### config.mk
export PLATFORM = sky130hd
export DESIGN_NAME = lpddr2_bridge
export DESIGN_NICKNAME = d
export VERILOG_FILES = /design/src/rtl/lpddr2_bridge.sv
export SDC_FILE = /design/constraint.sdc
export NUM_CORES = 1
export LEC_CHECK = 0
export CORE_MARGIN = 5
export CORE_UTILIZATION = 55
export DETAILED_ROUTE_END_ITERATION = 10
export DONT_BUFFER_PORTS = 1
export PLACE_DENSITY = 0.74
export SLEW_MARGIN = 0
export SYNTH_ARGS = -nofsm -noshare
export SYNTH_HDL_FRONTEND = slang
export SYNTH_SLANG_ARGS = --single-unit
### constraint.sdc
create_clock -name clk -period 1.86 [get_ports clk]
set_input_delay 0.279 -clock clk [delete_from_list [all_inputs] [get_ports clk]]
set_output_delay 0.279 -clock clk [all_outputs]
set_load 0.01 [all_outputs]
### src/rtl/lpddr2_bridge.sv
// Single-beat CPU-to-Avalon bridge for an LPDDR2 controller: edge-triggered
// read/write requests, one command in flight, and a timeout that latches into ERR.
module lpddr2_bridge #(
  parameter int TIMEOUT_CYCLES = 1023,
  parameter int ADDR_W         = 27
) (
  input  logic              clk,
  input  logic              rst,
  input  logic [ADDR_W-1:0] lpddr2_address,
  input  logic [31:0]       lpddr2_write_data,
  input  logic              lpddr2_rreq,
  input  logic              lpddr2_wreq,
  output logic [31:0]       lpddr2_read_data,
  output logic              busy,
  output logic              done,
  output logic              error,
  input  logic              avl_ready,
  output logic [ADDR_W-1:0] avl_address,
  output logic [31:0]       avl_writedata,
  output logic              avl_read,
  output logic              avl_write,
  output logic [3:0]        avl_be,
  output logic [2:0]        avl_burstcount,
  input  logic              avl_waitrequest,
  input  logic [31:0]       avl_readdata,
  input  logic              avl_readdatavalid
);

  localparam int CW = $clog2(TIMEOUT_CYCLES + 1);
  localparam logic [CW-1:0] TO_LAST = CW'(TIMEOUT_CYCLES - 1);

  typedef enum logic [2:0] {INIT, IDLE, WR_CMD, RD_CMD, RD_WAIT, DONE, ERR} state_t;

  state_t        state, state_nxt;
  logic          rreq_q, wreq_q;
  logic [CW-1:0] cnt;
  logic          rd_rise, wr_rise, timeout;

  assign rd_rise = lpddr2_rreq & ~rreq_q;
  assign wr_rise = lpddr2_wreq & ~wreq_q;
  // cnt holds cycles already spent in the state; this is the last allowed one
  assign timeout = (cnt >= TO_LAST);

  always_comb begin
    state_nxt = state;
    case (state)
      INIT:    if (avl_ready) state_nxt = IDLE;
      IDLE: begin
        if (!avl_ready)   state_nxt = INIT;
        else if (wr_rise) state_nxt = WR_CMD;
        else if (rd_rise) state_nxt = RD_CMD;
      end
      WR_CMD: begin
        if (!avl_waitrequest) state_nxt = DONE;
        else if (timeout)     state_nxt = ERR;
      end
      RD_CMD: begin
        if (!avl_waitrequest) state_nxt = RD_WAIT;
        else if (timeout)     state_nxt = ERR;
      end
      RD_WAIT: begin
        if (avl_readdatavalid) state_nxt = DONE;
        else if (timeout)      state_nxt = ERR;
      end
      DONE:    state_nxt = IDLE;
      ERR:     state_nxt = ERR;
      default: state_nxt = INIT;
    endcase
  end

  always_ff @(posedge clk or negedge rst) begin
    if (!rst) begin
      state            <= INIT;
      rreq_q           <= 1'b0;
      wreq_q           <= 1'b0;
      cnt              <= '0;
      avl_address      <= '0;
      avl_writedata    <= '0;
      lpddr2_read_data <= '0;
    end else begin
      state  <= state_nxt;
      // Edge history tracks every cycle, so a level held through a
      // transaction cannot look like a fresh edge back in IDLE.
      rreq_q <= lpddr2_rreq;
      wreq_q <= lpddr2_wreq;
      if (state_nxt != state)
        cnt <= '0;
      else if (cnt != {CW{1'b1}})
        cnt <= cnt + CW'(1);
      if (state == IDLE && state_nxt == WR_CMD) begin
        avl_address   <= lpddr2_address;
        avl_writedata <= lpddr2_write_data;
      end
      if (state == IDLE && state_nxt == RD_CMD)
        avl_address <= lpddr2_address;
      if (state == RD_WAIT && avl_readdatavalid)
        lpddr2_read_data <= avl_readdata;
    end
  end

  assign avl_write      = (state == WR_CMD);
  assign avl_read       = (state == RD_CMD);
  assign done           = (state == DONE);
  assign error          = (state == ERR);
  assign busy           = !(state == IDLE || state == DONE);
  assign avl_be         = 4'hF;
  assign avl_burstcount = 3'd1;

endmodule

After elaboration in Yosys (flattened, before gate mapping)
Cells that the tools add are included.
Widths: inputs -> output; s select.
- add/sub/neg operators: 1
- magnitude comparators: 1
- eq/ne operators: 10
- muxes and demuxes: 13
- bitwise operators: 4
- reduce and logical (&&, ||, !) cells: 8
- operators by type and width (cell ; count):
    $mux 27 ; 2
    $mux 3 ; 8
    $pmux 3 s7 ; 1
    $mux 10 ; 2
    $eq 3x2->1 const B ; 4
    $add 10x1->10 const B ; 1
    $ge 10x10->1 const B ; 1
    $ne 10x10->1 const B ; 1
    $eq 3x3->1 const B ; 3
    $reduce_bool 2->1 ; 2
    $eq 3x1->1 const B ; 1
    $logic_and 1x1->1 ; 3
    $logic_not 3->1 ; 1
    $ne 3x3->1 ; 1
    $and 1x1->1 ; 2
    $not 1->1 ; 2
    $logic_not 1->1 ; 1
    $logic_or 1x1->1 ; 1
- flip-flop bits (word level): 106
- output and inout port bits: 103
- word-level logic and storage cells: 44

Logic depth before layout (Yosys ltp)
- depth after elaboration: 10
- gate-level depth with buffers: 7
- depth with buffers taken out: 6

Least setup slack after synthesis
OpenSTA, ideal clock, no wires.
- kind: register to register
- from: register state[0]
- to: register avl_address[18]
- arrival: 1516 ps
- required time: 1732 ps
- setup slack: 216 ps
- cell stages (with the launch flop): 7
- buffers on the path: 3
- cell sequence: dfrtp_1 -> buf_2 -> and4bb_1 -> o21ai_1 -> buf_4 -> buf_2 -> mux2_1
- word-level cells in the longest chain between the ends: 7
- ends and longest elaborated chain (what ; RTL line ; text):
    start: declaration ; 34 ; state_t state, state_nxt;
    start signal: assignment ; 81 ; state <= state_nxt;
    $mux 3 ; 51 ; else if (rd_rise) state_nxt = RD_CMD;
    $mux 3 ; 50 ; else if (wr_rise) state_nxt = WR_CMD;
    $mux 3 ; 49 ; if (!avl_ready) state_nxt = INIT;
    $pmux 3 s7 ; 46 ; case (state)
    $eq 3x2->1, on equally long branches ; 94, 90 ;
    $logic_and 1x1->1, on equally long branches ; 94, 90 ;
    $mux 27 / $reduce_bool 2->1 (equally long branches) ; n/a ;
    end signal: assignment ; 91 ; avl_address <= lpddr2_address;
    end signal: assignment ; 95 ; avl_address <= lpddr2_address;
    end: declaration ; 18 ; output logic [ADDR_W-1:0] avl_address,
Several ways; a longest one is shown, not always the timed one.
A chain may end at the register's enable or synchronous reset.

Worst setup path in the final report
- from: register cnt[7]
- to: register cnt[2]
- word-level cells in the longest chain between the ends: 6
- ends and longest elaborated chain (what ; RTL line ; text):
    start: declaration ; 36 ; logic [CW-1:0] cnt;
    start signal: assignment ; 89 ; cnt <= cnt + CW'(1);
    $ge 10x10->1 ; 42 ; assign timeout = (cnt >= TO_LAST);
    $mux 3 ; 55, 59, 63 ;
    $mux 3, on equally long branches ; 62, 54, 58 ;
    $pmux 3 s7 ; 46 ;
    $ne 3x3->1 ; 86 ; if (state_nxt != state)
    $mux 10 / $reduce_bool 2->1 (equally long branches) ; n/a ;
Several ways; a longest one is shown, not always the timed one.

==> flow_summary.json <==
{
  "overflow": 0,
  "synth.largest_area_cell": "dfrtp_1",
  "synth_top_area_share": 0.602,
  "clkTransAtPathRegs_ps": 110,
  "grt_pass1_vias": 2634,
  "reg2reg_depth": 4,
  "cts_hold_buf": 2,
  "portBuffers": 0,
  "final-seq-area_um2": 2650,
  "clock_skew_ps": 14.1,
  "worstPathArrival_ps": 1990,
  "tightest_slew_ps": 500,
  "slew_viol_final": 0,
  "cts_tree": "yes",
  "design_area_um2": 4750,
  "ir_drop_uv": 861,
  "ys_warn_count": 0,
  "clk_latency_ps": 360,
  "post-dp-hpwl_um": 6610,
  "worstPathRequired_ps": 2080,
  "muxShareOfSynthArea": 0.232,
  "synth_compound_area_frac": 0.0516,
  "holdCritPathClass": "input port to asynchronous set/reset pin",
  "synthDistinctLibCells": 41,
  "crit_fanout": 10,
  "ys_seq_elements": 106,
  "rsz0062_at_grt": "false",
  "setup_violations": 0,
  "slew_headroom": 0.658,
  "wire_per_inst_um": 21.2,
  "crit_type": "register to register",
  "root_buffer": "clkbuf_8",
  "drtIter0Drc": 35,
  "drc": 0,
  "syn2layout_area_growth_pct": 7.83,
  "fillers": 588,
  "status": "finished with violations",
  "multi_input_area_um2": 1650,
  "hold_slack_ps": -408,
  "grt_max_degree": 107,
  "dieArea_um2": 9910,
  "synthSimpleGateAreaFrac": 0.0704,
  "grt_pass1_wl_um": 13900,
  "tns_ps": 0,
  "crit_path_start_kind": "register",
  "synthAdderAreaFrac": 0.00568,
  "diodes": 0,
  "cts_sinks": 106,
  "fmaxAchievable_ghz": 0.567,
  "synth_edf_count": 0,
  "violations": "hold timing",
  "synth_top_family_by_area": "multiplexers",
  "synth-async-reset-ratio": 1.00,
  "nets": 411,
  "synth_xor_area_frac": 0.00397,
  "p_leak_nw": 2.08,
  "io_pins": 201,
  "seq_area_frac_synth": 0.602,
  "drive_gt1_frac": 0.139,
  "max-cap-violations": 0,
  "syn_area_um2": 4410,
  "synth_flop_cell": "dfrtp_1",
  "fin_crit_ps": 1760,
  "synthCells": 305,
  "cts_made_buffers": 9,
  "grtUsageTotal": 0.177,
  "p_per_area_nw_per_um2": 1600,
  "layout_common_cells": "dfrtp_1 (105), mux2_1 (89), clkbuf_8 (11)",
  "final_common_cell": "dfrtp_1",
  "cp-end-kind": "register",
  "clockBufferDepth": 2,
  "avgSynthCellArea_um2": 14.5,
  "fp.dieW_um": 99.5,
  "routed-via-count": 2430,
  "initial_utilization": 0.568,
  "drtPass1Iterations": 4,
  "antenna_found_initial": 0,
  "finalCritPeriodShare": 0.949,
  "core-area_um2": 7770,
  "rows": 32,
  "ant_nets": 0,
  "vias_per_cell": 5.81,
  "htree_levels": 3,
  "hold_violations": 106,
  "gp_congestion": 0.869,
  "dieHeight_um": 99.5,
  "place_area_um2": 4530,
  "wl_um": 8840,
  "yosys-top-cells-area": "dfrtp_1 (60%), mux2_1 (23%), buf_4 (1.5%)"
}
## stage by stage
step           worst slack, ps  utilization  hold slack (ps)  power, mW  instances
6_report                  95.1        0.612             -408       7.61        418
5_1_grt                   5.67        0.612             -440       8.11        418
4_1_cts                   62.3        0.611             -416       7.69        418
3_5_place_dp              79.5        0.583            -14.4       6.34        400
3_3_place_gp               151        0.583            -14.5       6.19        400
2_1_floorplan              216            -            -16.6       5.75        310
## final timing paths
path                               startpoint               to  slack [ps]
setup / recovery                       cnt[7]           cnt[2]         100
hold / removal                            rst  avl_address[25]        -410
setup reg to reg                       cnt[7]           cnt[2]         100
hold reg to reg                        cnt[9]           cnt[9]         560
max in group asynchronous                 rst           cnt[0]        2110
min in group clk           lpddr2_address[17]  avl_address[17]          40
## power breakdown
group	internal (mW)	switching, mW
Combinational	0.875	0.759
Clock	0.580	0.789
Sequential	3.34	1.26
Total	4.80	2.81
## layout make-up
class | instances | area share
flip-flops and latches | 106 | 0.558
multi-input cells | 178 | 0.346
clock buffers | 11 | 0.0318
well taps | 102 | 0.0268
repair buffers | 11 | 0.0237
clock inverters | 5 | 0.00947
inverters | 5 | 0.00395
## synthesized netlist by cell type, types with 4 or more instances
library cell,instances
buf_4,9
a21oi_1,7
buf_2,10
mux2_1,89
dfrtp_1,106
inv_1,5
nor2_1,8
nor2b_1,7
nor3_1,6
a2111oi_2,4
nand2_1,5
## worst max-delay path: stages (launching register included)
cell and delay (ps):
dfrtp_1 430, nand4_1 200, or3_4 460, o2111ai_4 430, nor3_1 110
## layer usage
layer,GRT usage,share of wire
met2,0.295,0.50
met4,0.0662,0.026
met3,0.0778,0.11
met1,0.202,0.36
met5,0,0
## state kept, by name, indices dropped and copies added (netlist names)
register	flops
avl_writedata	32
avl_address	27
cnt	10
state	3
wreq_q	1
rreq_q	1
lpddr2_read_data	32
## logic make-up after synthesis
kind of cell             Yosys count
flip-flops                       106
multiplexers                      91
other                              2
adder cells (fa/ha/maj)            2
AND/OR/NAND/NOR                   49
AO/OA/AOI/OAI                     27
buffers and inverters             26
XOR/XNOR                           2
## what timing repair did
action / CTS / global route
hold endpoints to repair: 108 / 106
setup buffers: 0 / 0
endpoints found under the setup margin: 0 / 9
gates resized for setup: 0 / 3
Note: power is estimated with default switching activity, not from simulation.
